**src/rtl/ifu_pkg.sv**
```systemverilog
// Shared constants, FSM state encoding and instruction field layout for the fetch unit.
// The end-of-program zero-word detection is controlled by macro IFU_ZERO_HALT_EN.
package ifu_pkg;

    localparam int IFU_AW = 6;
    localparam int IFU_DW = 32;

    typedef enum logic [1:0] {
        IDLE  = 2'd0,
        FETCH = 2'd1,
        HALT  = 2'd2
    } ifu_state_e;

    typedef struct packed {
        logic       flag;
        logic [5:0] ra;
        logic [5:0] rb;
        logic [3:0] opcode;
        logic [5:0] rd;
        logic [8:0] imm;
    } instr_t;

    // An all-zero word marks the end of the program image.
    function automatic logic is_end_word(input logic [IFU_DW-1:0] word);
        return (word == {IFU_DW{1'b0}});
    endfunction

endpackage

```
**src/rtl/ifu_pc_reg.sv**
```systemverilog
// Program counter register: load a target, increment modulo 2^AW, or hold.
module ifu_pc_reg #(
    parameter int            AW        = 6,
    parameter logic [AW-1:0] RESET_VAL = 6'd0
) (
    input  logic          clk,
    input  logic          rst_n,
    input  logic          load_en,
    input  logic [AW-1:0] load_value,
    input  logic          inc_en,
    output logic [AW-1:0] pc
);

    logic [AW-1:0] pc_r;

    // PC update; load wins over increment, wrap on overflow is intentional.
    always_ff @(posedge clk or negedge rst_n) begin
        if (!rst_n) begin
            pc_r <= RESET_VAL;
        end else if (load_en) begin
            pc_r <= load_value;
        end else if (inc_en) begin
            pc_r <= pc_r + {{(AW-1){1'b0}}, 1'b1};
        end else begin
            pc_r <= pc_r;
        end
    end

    assign pc = pc_r;

endmodule

```
**src/rtl/instr_fetch_unit.sv**
```systemverilog
// Instruction fetch unit: IDLE/FETCH/HALT FSM with valid/ready output register and branch flush.
// Define IFU_ZERO_HALT_EN to halt on an all-zero instruction word.
module instr_fetch_unit
    import ifu_pkg::*;
#(
    parameter int            AW       = IFU_AW,
    parameter int            DW       = IFU_DW,
    parameter logic [AW-1:0] START_PC = 6'd0
) (
    input  logic          clk,
    input  logic          rst_n,
    input  logic          start,
    output logic [AW-1:0] imem_address,
    input  logic [DW-1:0] imem_read_data,
    input  logic          branch_en,
    input  logic [AW-1:0] branch_target,
    output logic [DW-1:0] instr,
    output logic [AW-1:0] instr_pc,
    output logic          instr_valid,
    input  logic          instr_ready,
    output logic [AW-1:0] pc,
    output logic          halted
);

    ifu_state_e    state_r, next_state_s;
    logic [DW-1:0] instr_r;
    logic [AW-1:0] instr_pc_r;
    logic          instr_valid_r;
    logic          load_s, flush_s, halt_s, stop_word_s;
    logic          pc_load_s, pc_inc_s;
    logic [AW-1:0] pc_load_value_s;

`ifdef IFU_ZERO_HALT_EN
    assign stop_word_s = is_end_word(imem_read_data);
`else
    assign stop_word_s = 1'b0;
`endif

    // FSM state register.
    always_ff @(posedge clk or negedge rst_n) begin
        if (!rst_n) begin
            state_r <= IDLE;
        end else begin
            state_r <= next_state_s;
        end
    end

    // Next-state and fetch control; branch beats both load and backpressure.
    always_comb begin
        next_state_s    = state_r;
        load_s          = 1'b0;
        flush_s         = 1'b0;
        halt_s          = 1'b0;
        pc_load_s       = 1'b0;
        pc_load_value_s = START_PC;
        pc_inc_s        = 1'b0;
        case (state_r)
            IDLE, HALT: begin
                if (start) begin
                    next_state_s = FETCH;
                    pc_load_s    = 1'b1;
                end else begin
                    next_state_s = state_r;
                end
            end
            FETCH: begin
                if (branch_en) begin
                    flush_s         = 1'b1;
                    pc_load_s       = 1'b1;
                    pc_load_value_s = branch_target;
                end else if (!instr_valid_r || instr_ready) begin
                    if (stop_word_s) begin
                        halt_s       = 1'b1;
                        next_state_s = HALT;
                    end else begin
                        load_s   = 1'b1;
                        pc_inc_s = 1'b1;
                    end
                end else begin
                    next_state_s = FETCH;
                end
            end
            default: begin
                next_state_s = IDLE;
            end
        endcase
    end

    // Output instruction register; held under backpressure, cleared on flush/halt.
    always_ff @(posedge clk or negedge rst_n) begin
        if (!rst_n) begin
            instr_r       <= {DW{1'b0}};
            instr_pc_r    <= {AW{1'b0}};
            instr_valid_r <= 1'b0;
        end else if (load_s) begin
            instr_r       <= imem_read_data;
            instr_pc_r    <= pc;
            instr_valid_r <= 1'b1;
        end else if (flush_s || halt_s || (state_r == HALT)) begin
            instr_valid_r <= 1'b0;
        end else begin
            instr_valid_r <= instr_valid_r;
        end
    end

`ifdef IFU_ZERO_HALT_EN
    logic halted_r;

    // Halt flag tracks entry into and exit from HALT.
    always_ff @(posedge clk or negedge rst_n) begin
        if (!rst_n) begin
            halted_r <= 1'b0;
        end else begin
            halted_r <= (next_state_s == HALT);
        end
    end

    assign halted = halted_r;
`else
    assign halted = 1'b0;
`endif

    ifu_pc_reg #(
        .AW        (AW),
        .RESET_VAL (START_PC)
    ) u_pc_reg (
        .clk        (clk),
        .rst_n      (rst_n),
        .load_en    (pc_load_s),
        .load_value (pc_load_value_s),
        .inc_en     (pc_inc_s),
        .pc         (pc)
    );

    assign imem_address = pc;
    assign instr        = instr_r;
    assign instr_pc     = instr_pc_r;
    assign instr_valid  = instr_valid_r;

endmodule

```
**config.mk**
```make
export PLATFORM = sky130hd
export DESIGN_NAME = instr_fetch_unit
export DESIGN_NICKNAME = d
export VERILOG_FILES = /design/src/rtl/ifu_pkg.sv /design/src/rtl/ifu_pc_reg.sv /design/src/rtl/instr_fetch_unit.sv
export SDC_FILE = /design/constraint.sdc
export NUM_CORES = 1
export LEC_CHECK = 0
export BUFFER_PORTS_ARGS = -buffer_cell sky130_fd_sc_hd__clkbuf_2
export CAP_MARGIN = 20
export CORE_AREA = 5 5 71 73
export CTS_BUF_LIST = sky130_fd_sc_hd__clkbuf_4
export CTS_CLUSTER_SIZE = 28
export DETAILED_ROUTE_END_ITERATION = 10
export DIE_AREA = 0 0 76 78
export GPL_ROUTABILITY_DRIVEN = 1
export PLACE_DENSITY = 0.87
export SLEW_MARGIN = 20
export SYNTH_ARGS = -nofsm -noshare
export SYNTH_HDL_FRONTEND = slang
export SYNTH_SLANG_ARGS = --single-unit
export TNS_END_PERCENT = 30
```
**constraint.sdc**
```tcl
create_clock -name clk -period 1.7 [get_ports clk]
set_input_delay 0.085 -clock clk [delete_from_list [all_inputs] [get_ports clk]]
set_output_delay 0.085 -clock clk [all_outputs]
set_load 0.05 [all_outputs]
```
# After elaboration in Yosys (flattened, before gate mapping)
# Cells that the tools add are included.
# word_totals
register_bits	47
input_bits	43
out_inout_bits	52
elab_cells	36
# classes
n_addsub	1
n_eq_ne	5
n_mux	17
n_reduce_logical	8
# op_table
op	count
2-to-1 mux 6 bit	4
2-to-1 mux 1 bit	8
adder 6 x 1 -> 6 bit (second input constant)	1
2-to-1 mux 2 bit	3
!= test 2 bit (second input constant)	3
one-hot mux 2 bit (2 select lines)	1
nonzero test 2 bit	2
AND reduction 3 bit	1
equality test 2 x 1 -> 1 bit (second input constant)	1
equality test 2 bit (second input constant)	1
zero test 2 bit	1
logical OR 1 bit	2
one-hot mux 1 bit (2 select lines)	1
OR reduction 2 bit	1
zero test 1 bit	1

# Depth between registers and ports, before layout
# logic_depth
ltp_word	7
ltp_mapped	6
depth_no_buf	5

# By module
# From an unflattened synthesis, not the netlist that was laid out.
# unflattened
hier_cells	137
area_unflattened_um2	1976.9
# modules_own_cells
mod	instances	cells_each	area_per_inst_um2	seq_area_each_um2
instr_fetch_unit	1	103	1650.3	1001.0
ifu_pc_reg	1	34	326.6	150.1

# Worst setup path before layout
# OpenSTA, ideal clock, no wires.
# synth_path
path_type	flip-flop to flip-flop
start	reg instr_valid_r (netlist: instr_valid)
end	reg instr_r[0] (netlist: instr[0])
setup_time_ps	125
arrival_ps	1545
t_required_ps	1575
setup_slack_ps	30
path_stages_with_launch	7
n_path_buf	2
synth_period_minus_slack_ps	1670
cell_sequence	dfrtp_1 -> nand2b_4 -> nand2_2 -> nor2_2 -> buf_6 -> buf_6 -> mux2_4
# synth_between
elab_chain_len	5
# synth_rtl
element	line_no	source
start: declaration	instr_fetch_unit.sv:28	logic instr_valid_r;
start signal: assignment	instr_fetch_unit.sv:102	instr_valid_r <= instr_valid_r;
zero test 1 bit	instr_fetch_unit.sv:71	end else if (!instr_valid_r || instr_ready) begin
logical OR 1 bit	instr_fetch_unit.sv:71	
2-to-1 mux 1 bit	instr_fetch_unit.sv:71	
2-to-1 mux 1 bit	instr_fetch_unit.sv:67	if (branch_en) begin
2-to-1 mux 1 bit	instr_fetch_unit.sv:57	case (state_r)
end signal: assignment	instr_fetch_unit.sv:92	instr_r <= {DW{1'b0}};
end signal: assignment	instr_fetch_unit.sv:96	instr_r <= imem_read_data;
end: declaration	instr_fetch_unit.sv:26	logic [DW-1:0] instr_r;
# Every way passes these cells.
# A chain may end at the register's enable or synchronous reset.

# Worst setup path after layout
# layout_path
start	reg instr_valid_r (netlist: instr_valid)
end	reg instr_r[15] (netlist: instr[15])
# Same word-level chain as after synthesis.

==> flow_metrics.tcl <==
set metrics [dict create \
    crit_type "flip-flop to flip-flop" \
    crit_slowest_cell "dfrtp_1" \
    leakage_nw 1.50 \
    cp_num_buf_inv 1 \
    n_antenna_cell 0 \
    arrival_ns 1.74 \
    clk_latency_ns 0.35 \
    path_max_fanout 38 \
    antenna_found_initial 0 \
    finalCritPeriodShare_pct 88.4 \
    synthAdderAreaFrac_pct 0.619 \
    wl_per_cell_um 16.1 \
    max_freq_mhz 666 \
    first_pass_iters 4 \
    drv_slew 0 \
    routed.top_layer "met4" \
    drt_iter0_drc 75 \
    cts_buffers 5 \
    met1_length_um 2080 \
    drv_cap 0 \
    routed_wl_um 5210 \
    synth_area_per_cell_um2 14.2 \
    tns_ns 0 \
    ys_ff_latch 46 \
    mostFrequentLayoutCell "clkbuf_2" \
    cts_tree "yes" \
    mostFrequentLayoutCells "clkbuf_2, dfrtp_1, dlygate4sd3_1" \
    grt_max_degree 39 \
    cts_setup_buffers 0 \
    yosysSeqAreaShare_pct 56.9 \
    groute.usage.overall_pct 18.1 \
    core_area_mm2 0.00429 \
    pin_count 95 \
    die_w_um 76 \
    final_util_pct 68.9 \
    io_buffers 93 \
    ys_types 27 \
    drive_above_1_share_pct 55.0 \
    worst_pin_slew_ns 0.581 \
    worstPathRequired_ns 1.94 \
    synth_mux_area_share_pct 25.6 \
    cp_top_family "flip-flops" \
    ys_warn_count 0 \
    p_per_area_mw_per_mm2 1120 \
    syn_nets 186 \
    ir_worst_vdd_v 0.000603 \
    endpoint_kind "flip-flop" \
    grt_setup_unrepaired "no" \
    hp-class "primary input to flip-flop" \
    nNetsFinal 314 \
    grt_pass1_wl_um 8680 \
    clk_path_buf_depth 2 \
    cp-start-kind "flip-flop" \
    syn_inst 142 \
    rows 24 \
    cts.clk_slew.worst_paths_ns 0.12 \
    syn_to_final_growth_pct 46.3 \
    ctsResizeCount 0 \
    dieHeight_um 78 \
    gp_congestion 0.742 \
    max_slew_margin_pct 61.3 \
    setup-violations-final 0 \
    crit_chain "nand2b_4 -> nand2_2 -> nor2_4 -> buf_12 -> mux2_2" \
    route.met2.wl_um 2740 \
    dieArea_mm2 0.00593 \
    initial_utilization_pct 47.1 \
    vias_per_cell 4.90 \
    dr_wl_met3_um 307 \
    grt_pass1_vias 1691 \
    htree_levels 2 \
    drc_errors 0 \
    cts_root_buffer "clkbuf_4" \
    hold_viol 0 \
    hpwl_um 3370 \
    syn_area_mm2 0.00202 \
    synth_top_family_by_area "multiplexers" \
    synthXorXnorAreaFrac_pct 0 \
    status "finished, final reports clean" \
    ant_nets 0 \
    vias 1583 \
    overflow 0 \
    max_stage_delay_ns 0.44 \
    cts.sink_count 46 \
    synthSimpleGateAreaFrac_pct 6.87 \
    synth_compound_area_share_pct 4.33 \
    finClkSkew_ns 0.00939 \
    period_needed_ns 1.50 \
]
tightest hold or removal path: stages:
cell and delay (ns):
clkbuf_2 0.08, nand3_1 0.10, a21oi_1 0.07
flip-flops by register name, indices dropped and copies added (netlist names):
signal and flops:
state_r 1, instr_pc 6, u_pc_reg.pc 6, instr_valid 1
instr 32
area by class of cell:
type	instances	area, µm²
flip-flops and latches	46	1150
repair buffers	134	891
well taps	52	65.1
inverters	1	3.75
clock inverters	1	30.0
fillers	309	1340
multi-input cells	82	764
clock buffers	7	52.6
worst paths after layout:
path                                          from                    endpoint  slack (ns)  cells past startpoint
max in group asynchronous                    rst_n     instr_valid$_DFFE_PN0P_        0.91                      3
hold / removal                    branch_target[3]  u_pc_reg.pc[3]$_DFFE_PN0P_        0.02                      3
setup / recovery           instr_valid$_DFFE_PN0P_       instr[15]$_DFFE_PN0P_        0.20                      5
hold reg to reg              instr[30]$_DFFE_PN0P_       instr[30]$_DFFE_PN0P_        0.52                      1
min in group asynchronous                    rst_n        instr[4]$_DFFE_PN0P_        0.25                      2
setup reg to reg           instr_valid$_DFFE_PN0P_       instr[15]$_DFFE_PN0P_        0.20                      5
per-stage QoR:
stage | area [µm²] | hold WS [ns] | power (W) | setup WS (ns) | instances
floorplan | 2020 | -0.211 | 0.00230 | 0.0299 | 142
global placement | 2500 | 0.0934 | 0.00257 | 0.251 | 278
detailed placement | 2500 | 0.103 | 0.00260 | 0.201 | 278
CTS | 2950 | 0.00296 | 0.00333 | 0.186 | 322
global route | 2960 | 0.00282 | 0.00347 | 0.112 | 323
finish | 2960 | 0.0154 | 0.00332 | 0.197 | 323
cell families after synthesis:
| kind of cell | count (synthesis) |
|---|---|
| AOI/OAI and AO/OA | 15 |
| adders and majority gates | 1 |
| buffers and inverters | 14 |
| DFF | 46 |
| muxes | 39 |
| other | 1 |
| and+or+nand+nor | 26 |
Yosys cell counts (all sizes together):
library cell	number	area [µm²]
nand3	8	40.0
nor2	5	21.3
and3	1	6.26
nand2	6	25.0
o21ai	4	20.0
o22ai	1	6.26
ha	1	12.5
mux2i	1	13.8
inv	1	3.75
a21oi	7	35.0
o31ai	1	7.51
mux2	38	503
a21bo	1	10.0
nor4bb	1	10.0
a32oi	1	8.76
nand2b	2	20.0
nor3	2	10.0
buf	13	108
or2	1	6.26
dfrtp	46	1150
conb	1	3.75
power breakdown:
group	internal, W	total [W]	switching [W]
Clock	0.000344	0.000676	0.000332
Combinational	0.000403	0.00128	0.000875
Sequential	0.00125	0.00137	0.000118
repair_timing:
item                                    CTS  global route
endpoints found under the hold margin    57             1
endpoints found under the setup margin    0             0
hold buffers                             36             1
metal layers:
| layer | global-route usage [%] | up-vias |
|---|---|---|
| li1 | - | 748 |
| met2 | 31.5 | 66 |
| met5 | 0 | - |
| met4 | 5.52 | 0 |
| met1 | 21.6 | 762 |
| met3 | 5.32 | 7 |
No activity file was read; power rests on OpenSTA's default activity.
